**config.mk**
```make
export PLATFORM = sky130hd
export DESIGN_NAME = gbp_update_ctrl
export DESIGN_NICKNAME = d
export VERILOG_FILES = /design/src/rtl/gbp_update_ctrl.sv
export SDC_FILE = /design/constraint.sdc
export NUM_CORES = 1
export LEC_CHECK = 0
export BUFFER_PORTS_ARGS = -buffer_cell sky130_fd_sc_hd__clkbuf_2
export CAP_MARGIN = 40
export CORE_UTILIZATION = 54
export CTS_CLUSTER_SIZE = 25
export DETAILED_ROUTE_END_ITERATION = 12
export PLACE_DENSITY = 0.8
export SLEW_MARGIN = 15
export SYNTH_ARGS = -nofsm -noshare
export SYNTH_HDL_FRONTEND = slang
export SYNTH_SLANG_ARGS = --single-unit
```
**constraint.sdc**
```tcl
create_clock -name clk_i -period 3.2 [get_ports clk_i]
set_input_delay 0.64 -clock clk_i [delete_from_list [all_inputs] [get_ports clk_i]]
set_output_delay 0.64 -clock clk_i [all_outputs]
set_load 0.1 [all_outputs]
```
**src/rtl/gbp_update_ctrl.sv**
```systemverilog
// Global branch predictor update scheduler and flush sequencer.
// Two requesters feed a small FIFO that drains one update per cycle into the
// table write port. This block owns the global history register. A flush runs
// a row-by-row clear walk.
// Optional perf counters are built only when GBP_CTRL_PERF_EN is defined.
module gbp_update_ctrl #(
  parameter int unsigned  NR_ROWS         = 512,
  parameter int unsigned  INSTR_PER_FETCH = 2,
  parameter int unsigned  GHR_BITS        = 9,
  parameter int unsigned  FIFO_DEPTH      = 4,
  localparam int unsigned IDX_W           = $clog2(NR_ROWS),
  localparam int unsigned COL_W           = (INSTR_PER_FETCH > 2) ? $clog2(INSTR_PER_FETCH) : 1
) (
  input  logic                clk_i,
  input  logic                rst_ni,
  input  logic                flush_bp_i,
  input  logic                debug_mode_i,
  input  logic                upd0_valid_i,
  output logic                upd0_ready_o,
  input  logic [IDX_W-1:0]    upd0_index_i,
  input  logic [COL_W-1:0]    upd0_col_i,
  input  logic                upd0_taken_i,
  input  logic                upd1_valid_i,
  output logic                upd1_ready_o,
  input  logic [IDX_W-1:0]    upd1_index_i,
  input  logic [COL_W-1:0]    upd1_col_i,
  input  logic                upd1_taken_i,
  output logic                tbl_we_o,
  output logic                tbl_clear_o,
  output logic [IDX_W-1:0]    tbl_waddr_o,
  output logic [COL_W-1:0]    tbl_wcol_o,
  output logic                tbl_taken_o,
  output logic [GHR_BITS-1:0] ghr_o,
  output logic                busy_o,
  output logic [31:0]         perf_writes_o,
  output logic [31:0]         perf_drops_o
);

  localparam int unsigned PTR_W = $clog2(FIFO_DEPTH);
  localparam int unsigned CNT_W = PTR_W + 1;

  typedef struct packed {
    logic [IDX_W-1:0] index;
    logic [COL_W-1:0] col;
    logic             taken;
  } upd_t;

  typedef enum logic {ST_CLEAR, ST_RUN} state_t;

  state_t               state_q, state_d;
  logic [IDX_W-1:0]     clr_ptr_q, clr_ptr_d;
  upd_t                 fifo_q [FIFO_DEPTH];
  upd_t                 fifo_d [FIFO_DEPTH];
  logic [PTR_W-1:0]     rd_ptr_q, rd_ptr_d;
  logic [PTR_W-1:0]     wr_ptr_q, wr_ptr_d;
  logic [CNT_W-1:0]     count_q, count_d;
  logic [GHR_BITS-1:0]  ghr_q, ghr_d;
  logic                 tbl_we_q, tbl_we_d;
  logic                 tbl_clear_q, tbl_clear_d;
  logic [IDX_W-1:0]     tbl_waddr_q, tbl_waddr_d;
  logic [COL_W-1:0]     tbl_wcol_q, tbl_wcol_d;
  logic                 tbl_taken_q, tbl_taken_d;
  logic                 busy_q, busy_d;
  logic                 push0, push1, pop;
  upd_t                 head, entry0, entry1;

  assign entry0 = '{index: upd0_index_i, col: upd0_col_i, taken: upd0_taken_i};
  assign entry1 = '{index: upd1_index_i, col: upd1_col_i, taken: upd1_taken_i};

  // Admission: readies depend only on registered occupancy, never on a same-cycle pop
  always_comb begin
    upd0_ready_o = 1'b0;
    upd1_ready_o = 1'b0;
    if (state_q == ST_RUN && !flush_bp_i) begin
      upd0_ready_o = (count_q < CNT_W'(FIFO_DEPTH));
      upd1_ready_o = (count_q <= CNT_W'(FIFO_DEPTH - 2)) ||
                     ((count_q == CNT_W'(FIFO_DEPTH - 1)) && !upd0_valid_i);
    end
  end

  // Next state: clear walk, FIFO push/pop, table write and GHR shift
  always_comb begin
    state_d     = state_q;
    clr_ptr_d   = clr_ptr_q;
    fifo_d      = fifo_q;
    rd_ptr_d    = rd_ptr_q;
    wr_ptr_d    = wr_ptr_q;
    count_d     = count_q;
    ghr_d       = ghr_q;
    tbl_we_d    = 1'b0;
    tbl_clear_d = 1'b0;
    tbl_waddr_d = tbl_waddr_q;
    tbl_wcol_d  = tbl_wcol_q;
    tbl_taken_d = tbl_taken_q;
    busy_d      = (state_q == ST_CLEAR);
    push0       = upd0_valid_i && upd0_ready_o;
    push1       = upd1_valid_i && upd1_ready_o;
    pop         = 1'b0;
    head        = fifo_q[rd_ptr_q];

    if (flush_bp_i) begin
      // Flush wins over everything: drop queue, history and any pending write
      state_d   = ST_CLEAR;
      clr_ptr_d = '0;
      rd_ptr_d  = '0;
      wr_ptr_d  = '0;
      count_d   = '0;
      ghr_d     = '0;
      busy_d    = 1'b1;
    end else begin
      unique case (state_q)
        ST_CLEAR: begin
          tbl_we_d    = 1'b1;
          tbl_clear_d = 1'b1;
          tbl_waddr_d = clr_ptr_q;
          tbl_wcol_d  = '0;
          tbl_taken_d = 1'b0;
          rd_ptr_d    = '0;
          wr_ptr_d    = '0;
          count_d     = '0;
          clr_ptr_d   = clr_ptr_q + IDX_W'(1);
          if (clr_ptr_q == IDX_W'(NR_ROWS - 1)) begin
            state_d   = ST_RUN;
            clr_ptr_d = '0;
          end
        end
        ST_RUN: begin
          pop = (count_q != '0);
          if (pop) begin
            rd_ptr_d = rd_ptr_q + PTR_W'(1);
            if (!debug_mode_i) begin
              tbl_we_d    = 1'b1;
              tbl_waddr_d = head.index;
              tbl_wcol_d  = head.col;
              tbl_taken_d = head.taken;
              ghr_d       = {ghr_q[GHR_BITS-2:0], head.taken};
            end
          end
          if (push0) fifo_d[wr_ptr_q] = entry0;
          if (push1) fifo_d[wr_ptr_q + PTR_W'(push0)] = entry1;
          wr_ptr_d = wr_ptr_q + PTR_W'(push0) + PTR_W'(push1);
          count_d  = count_q + CNT_W'(push0) + CNT_W'(push1) - CNT_W'(pop);
        end
      endcase
    end
  end

  // State and output registers
  always_ff @(posedge clk_i or negedge rst_ni) begin
    if (!rst_ni) begin
      state_q     <= ST_CLEAR;
      clr_ptr_q   <= '0;
      fifo_q      <= '{default: '0};
      rd_ptr_q    <= '0;
      wr_ptr_q    <= '0;
      count_q     <= '0;
      ghr_q       <= '0;
      tbl_we_q    <= 1'b0;
      tbl_clear_q <= 1'b0;
      tbl_waddr_q <= '0;
      tbl_wcol_q  <= '0;
      tbl_taken_q <= 1'b0;
      busy_q      <= 1'b1;
    end else begin
      state_q     <= state_d;
      clr_ptr_q   <= clr_ptr_d;
      fifo_q      <= fifo_d;
      rd_ptr_q    <= rd_ptr_d;
      wr_ptr_q    <= wr_ptr_d;
      count_q     <= count_d;
      ghr_q       <= ghr_d;
      tbl_we_q    <= tbl_we_d;
      tbl_clear_q <= tbl_clear_d;
      tbl_waddr_q <= tbl_waddr_d;
      tbl_wcol_q  <= tbl_wcol_d;
      tbl_taken_q <= tbl_taken_d;
      busy_q      <= busy_d;
    end
  end

  assign tbl_we_o    = tbl_we_q;
  assign tbl_clear_o = tbl_clear_q;
  assign tbl_waddr_o = tbl_waddr_q;
  assign tbl_wcol_o  = tbl_wcol_q;
  assign tbl_taken_o = tbl_taken_q;
  assign ghr_o       = ghr_q;
  assign busy_o      = busy_q;

`ifdef GBP_CTRL_PERF_EN
  logic [31:0] perf_writes_q, perf_writes_d;
  logic [31:0] perf_drops_q, perf_drops_d;
  logic        upd_write, upd_drop;

  assign upd_write = tbl_we_d && !tbl_clear_d;
  assign upd_drop  = pop && debug_mode_i;

  // Saturating counters; only reset clears them
  always_comb begin
    perf_writes_d = perf_writes_q;
    perf_drops_d  = perf_drops_q;
    if (upd_write && (perf_writes_q != 32'hFFFF_FFFF)) perf_writes_d = perf_writes_q + 32'd1;
    if (upd_drop && (perf_drops_q != 32'hFFFF_FFFF))   perf_drops_d  = perf_drops_q + 32'd1;
  end

  // Perf counter registers
  always_ff @(posedge clk_i or negedge rst_ni) begin
    if (!rst_ni) begin
      perf_writes_q <= '0;
      perf_drops_q  <= '0;
    end else begin
      perf_writes_q <= perf_writes_d;
      perf_drops_q  <= perf_drops_d;
    end
  end

  assign perf_writes_o = perf_writes_q;
  assign perf_drops_o  = perf_drops_q;
`else
  assign perf_writes_o = '0;
  assign perf_drops_o  = '0;
`endif

endmodule

```
# After elaboration in Yosys (flattened, before gate mapping)
# Cells that the tools add are included.
[op_classes]
add_sub_neg = 7
n_lt_le_gt_ge = 7
n_eq_ne = 7
mux = 48
bitwise = 5
reduce_logical = 15
[ops]
columns = ["cell", "count"]
rows = [
  ["44-bit two-way mux", 4],
  ["44-bit bitwise mux", 2],
  ["9-bit two-way mux", 9],
  ["11-bit demux with 2-bit select", 2],
  ["11-bit two-way mux", 4],
  ["11-bit binary-select mux with 2-bit select", 1],
  ["9-bit one-hot mux with 2 select lines", 1],
  ["1-bit two-way mux", 15],
  ["9-bit by 1-bit adder with 9-bit output, second input constant", 1],
  ["9-bit equality test, second input constant", 1],
  ["3-bit greater-or-equal comparator, second input constant", 3],
  ["2-bit inverter with 3-bit output", 3],
  ["2-bit one-hot mux with 2 select lines", 2],
  ["3-bit by 1-bit adder with 3-bit output", 2],
  ["1-bit logical AND", 6],
  ["3-bit by 1-bit less-than comparator with 1-bit output, second input constant", 2],
  ["2-bit two-way mux", 3],
  ["2-bit inequality test, second input constant", 3],
  ["1-bit one-hot mux with 2 select lines", 3],
  ["3-bit one-hot mux with 2 select lines", 1],
  ["3-bit AND reduction", 2],
  ["2-bit by 1-bit adder with 2-bit output", 2],
  ["2-bit nonzero test", 2],
  ["3-bit by 2-bit equality test with 1-bit output, second input constant", 1],
  ["other kinds (12)", 14],
]
[totals]
regBits = 84
in_bits = 28
out_inout_bits = 89
wordCells = 113

# Logic depth before layout (Yosys ltp)
[depth]
ltp_word = 12
mapped_depth = 12
ltp_nobuf = 10

# Worst setup path before layout
# Ideal clock, no wire load.
[synth_timing]
path_kind = "in2out"
startpoint = "input flush_bp_i"
endpoint = "output upd0_ready_o"
t_arrival_ns = 2.502
required_time_ns = 2.560
setup_slack_ns = 0.058
cell_stages = 6
path_cell_list = "buf_4 nor2b_4 buf_6 inv_4 clkbuf_1 nor2_1"
[synth_via]
elab_chain_len = 3
[synth_lines]
columns = ["element", "line", "text"]
rows = [
  ["from (decl)", "16", "input logic flush_bp_i,"],
  ["1-bit zero test", "74", "if (state_q == ST_RUN && !flush_bp_i) begin"],
  ["1-bit logical AND", "74", ""],
  ["1-bit two-way mux", "74", ""],
  ["to (decl)", "19", "output logic upd0_ready_o,"],
]
# No other way between the ends.

# Final worst setup path
[layout_timing]
startpoint = "register state_q"
endpoint = "output upd1_ready_o"
[layout_via]
elab_chain_len = 2
[layout_lines]
columns = ["element", "line", "text"]
rows = [
  ["from (decl)", "50", "state_t state_q, state_d;"],
  ["from (signal assigned)", "165", "state_q <= state_d;"],
  ["1-bit logical AND", "74", ""],
  ["1-bit two-way mux", "74", ""],
  ["to (decl)", "24", "output logic upd1_ready_o,"],
]
# No other way between the ends.

==> run_results.csv <==
group,metric,value,unit
setup_path,r2r_setup_slack,0.65,ns
cts,htree_num_levels,3,
synthesis,synth_cell_type_count,45,
cts,hold_buffers,0,
sta,fin_crit,2.76,ns
place,place_inst,549,
layout,final_nets,488,
power,powerDensity,475,nW/µm²
setup_path,crit_fanout,13,
global_route,grt_usage,0.214,
die,core,8760,µm²
drt,drtIter0Drc,118,
die,row_count,34,
cts,cts_resized,0,
sta,slew_headroom,0.473,
synthesis,syn_area,4930,µm²
sta,setup_viol,0,
cts,cts_tree,"built",
setup_path,cp.arrival,2.12,ns
power,power_frac_comb,0.200,
run,max-cap-violations,0,
setup_path,crit_path_start_kind,"register",
setup_path,critPathKind,"reg2out",
cts,cts_buffer_depth,2,
run_status,status,"finished, final reports clean",
sta,rsz0062_at_grt,"false",
cts,postCtsSetupBuffers,0,
drt,first_pass_iters,4,
synthesis,ys_warn_count,0,
min_path,min_path_type,"in2async",
sta,skew,0.0107,ns
die,initial_core_util,0.563,
synthesis,yosysSeqAreaShare,0.427,
die,die_height,97.5,µm
power,p_int,1.68,mW
cts,clk-insertion-delay-late,0.36,ns
layout,stdcell_count,565,
setup_path,endpoint_kind,"output port",
drt,ant_nets,0,
layout,drive_above_1_share,0.414,
power,leakagePower,2.81,nW
drt,post-route-drc-count,0,
cts,numCtsBuffers,9,
drt,routed_via_density,5.40,
sta,max_freq,363,MHz
die,die_x,97.5,µm
place,post-dp-hpwl,6810,µm
synthesis,syn_avg_cell_area,12.4,µm²
die,fp.dieArea,9520,µm²
layout,antenna_cells,0,
sta,period_share,0.862,
cts,root_buffer,"clkbuf_8",
sta,worst_pin_slew,0.789,ns
global_route,grt_pass1_wl,15900,µm
layout,areaGrowthSynthToFinish,7.87,%
power,total_power,2.53,mW
synthesis,async_flop_share,1.00,
synthesis,synth-edff-count,0,
drt,routedWlPerCell,17.1,µm
sta,slew_violations,0,
power,power.clock.fraction,0.364,
power,p_switching,0.851,mW
synthesis,synth-seq-cells,84,
synthesis,syn_inst,398,
power,p_sw_frac,0.337,
place,io_buffer_count,52,
global_route,grt_antenna_before_repair,0,
cts,cts_num_sinks,84,
setup_path,crit_required,2.56,ns
drt,wl,9690,µm
layout,nFillCells,692,
drt,via_count,3051,
cts,clk_pin_slew,0.09,ns
power,ir_drop,0.384,mV
die,ioPinCount,117,
place,gp_congestion,0.858,
global_route,overflow,0,
layout,post-route-util,0.607,
global_route,grt_max_degree,48,
power,seq_power_share,0.436,
global_route,grt_pass1_vias,3077,
sta,finalSetupTns,0,ns
sta,hold_viol,0,
synthesis,ys.flop_type,"dfrtp_1",
through the flow:
step	setup WS (ns)	instance area (µm²)	hold WS, ns
global placement	0.487	5030	0.470
finish	0.442	5320	0.256
floorplan	0.0576	5170	0.344
global route	0.329	5320	0.283
CTS	0.418	5320	0.252
detailed placement	0.365	5070	0.499
per-layer routing:
layer / GRT usage / vias up / part of all wire
li1: - / 1385 / -
met1: 0.285 / 1541 / 0.44
met2: 0.357 / 112 / 0.50
met3: 0.0424 / 13 / 0.048
met4: 0.0611 / 0 / 0.012
met5: 0 / - / 0
cell usage after synthesis, types with 2 or more instances:
cell type / instances / area [µm²]
a21o_1: 2 / 15.0
a21oi_1: 2 / 10.0
a22o_1: 10 / 87.6
a22oi_1: 9 / 67.6
and2_1: 3 / 18.8
and3_1: 5 / 31.3
buf_2: 5 / 25.0
buf_4: 67 / 503
buf_6: 4 / 45.0
clkbuf_1: 5 / 18.8
dfrtp_1: 83 / 2080
ha_1: 7 / 87.6
inv_1: 5 / 18.8
mux2_2: 59 / 664
mux2_4: 28 / 420
mux4_2: 11 / 248
nand2_1: 29 / 109
nand3_1: 2 / 10.0
nand3b_1: 2 / 15.0
nor2_1: 15 / 56.3
nor3_1: 2 / 10.0
o2111ai_2: 2 / 30.0
o211ai_2: 2 / 25.0
o21ai_0: 10 / 50.1
o21ai_1: 2 / 10.0
xnor2_1: 3 / 26.3
xor2_1: 6 / 52.6
cell usage in the layout, fill, tap and decap left out, types with 5 or more instances in the layout:
cell       n
nor2_1    15
nand2_1   29
conb_1    64
mux4_2    11
mux2_4    28
clkbuf_2  50
clkbuf_8   9
o21ai_0   10
mux2_2    59
and3_1     5
a22oi_1    9
a22o_1    10
inv_1      5
dfrtp_1   83
xor2_1     6
ha_1       7
buf_4     10
worst paths after layout:
kind,from,end,cells after the start
min reg2reg,tbl_taken_o,tbl_taken_o,1
max,state_q,upd1_ready_o,6
min,rst_ni,fifo_q[40],1
max reg2reg,state_q,count_q[1],9
min in group clk_i,tbl_taken_o,tbl_taken_o,1
max in group asynchronous,rst_ni,busy_o,2
state kept, by name, indices dropped and copies added, names as in the netlist:
name,cells
count_q,3
tbl_waddr_o,9
tbl_we_o,1
fifo_q,44
busy_o,1
clr_ptr_q,9
tbl_taken_o,1
rd_ptr_q,2
tbl_clear_o,1
ghr_o,9
state_q,1
wr_ptr_q,2
tbl_wcol_o,1
kinds of logic after synthesis:
logic type / count (synthesis) / synth area share
muxes: 100 / 0.275
buffers and inverters: 88 / 0.126
DFF: 84 / 0.427
and+or+nand+nor: 66 / 0.0670
AOI/OAI and AO/OA: 42 / 0.0673
xor gates and xnor gates: 9 / 0.0160
adders and majority gates: 8 / 0.0218
other: 1 / 0.000761
area by class of cell:
type,instances,area (µm²),share of cell area
well taps,108,135,0.0254
flip-flops and latches,84,2100,0.396
clock inverters,7,124,0.0233
inverters,6,25.0,0.00471
clock buffers,9,124,0.0233
repair buffers,62,364,0.0685
multi-input cells,289,2440,0.459
worst max-delay path: stages, from the launching register on:
cell,delay (ns)
dfrtp_1,0.49
nor2b_4,0.31
inv_4,0.13
a211oi_4,0.24
buf_4,0.19
or2_2,0.12
buf_4,0.28
power groups by stage:
stage               clock (mW)  sequential [mW]  combinational, mW
global placement             0             1.12              0.495
finish                   0.920             1.10              0.505
detailed placement           0             1.12              0.505
floorplan                    0             1.15              0.452
global route             0.979             1.10              0.525
CTS                      0.941             1.10              0.506
(Power assumes the default switching activity.)
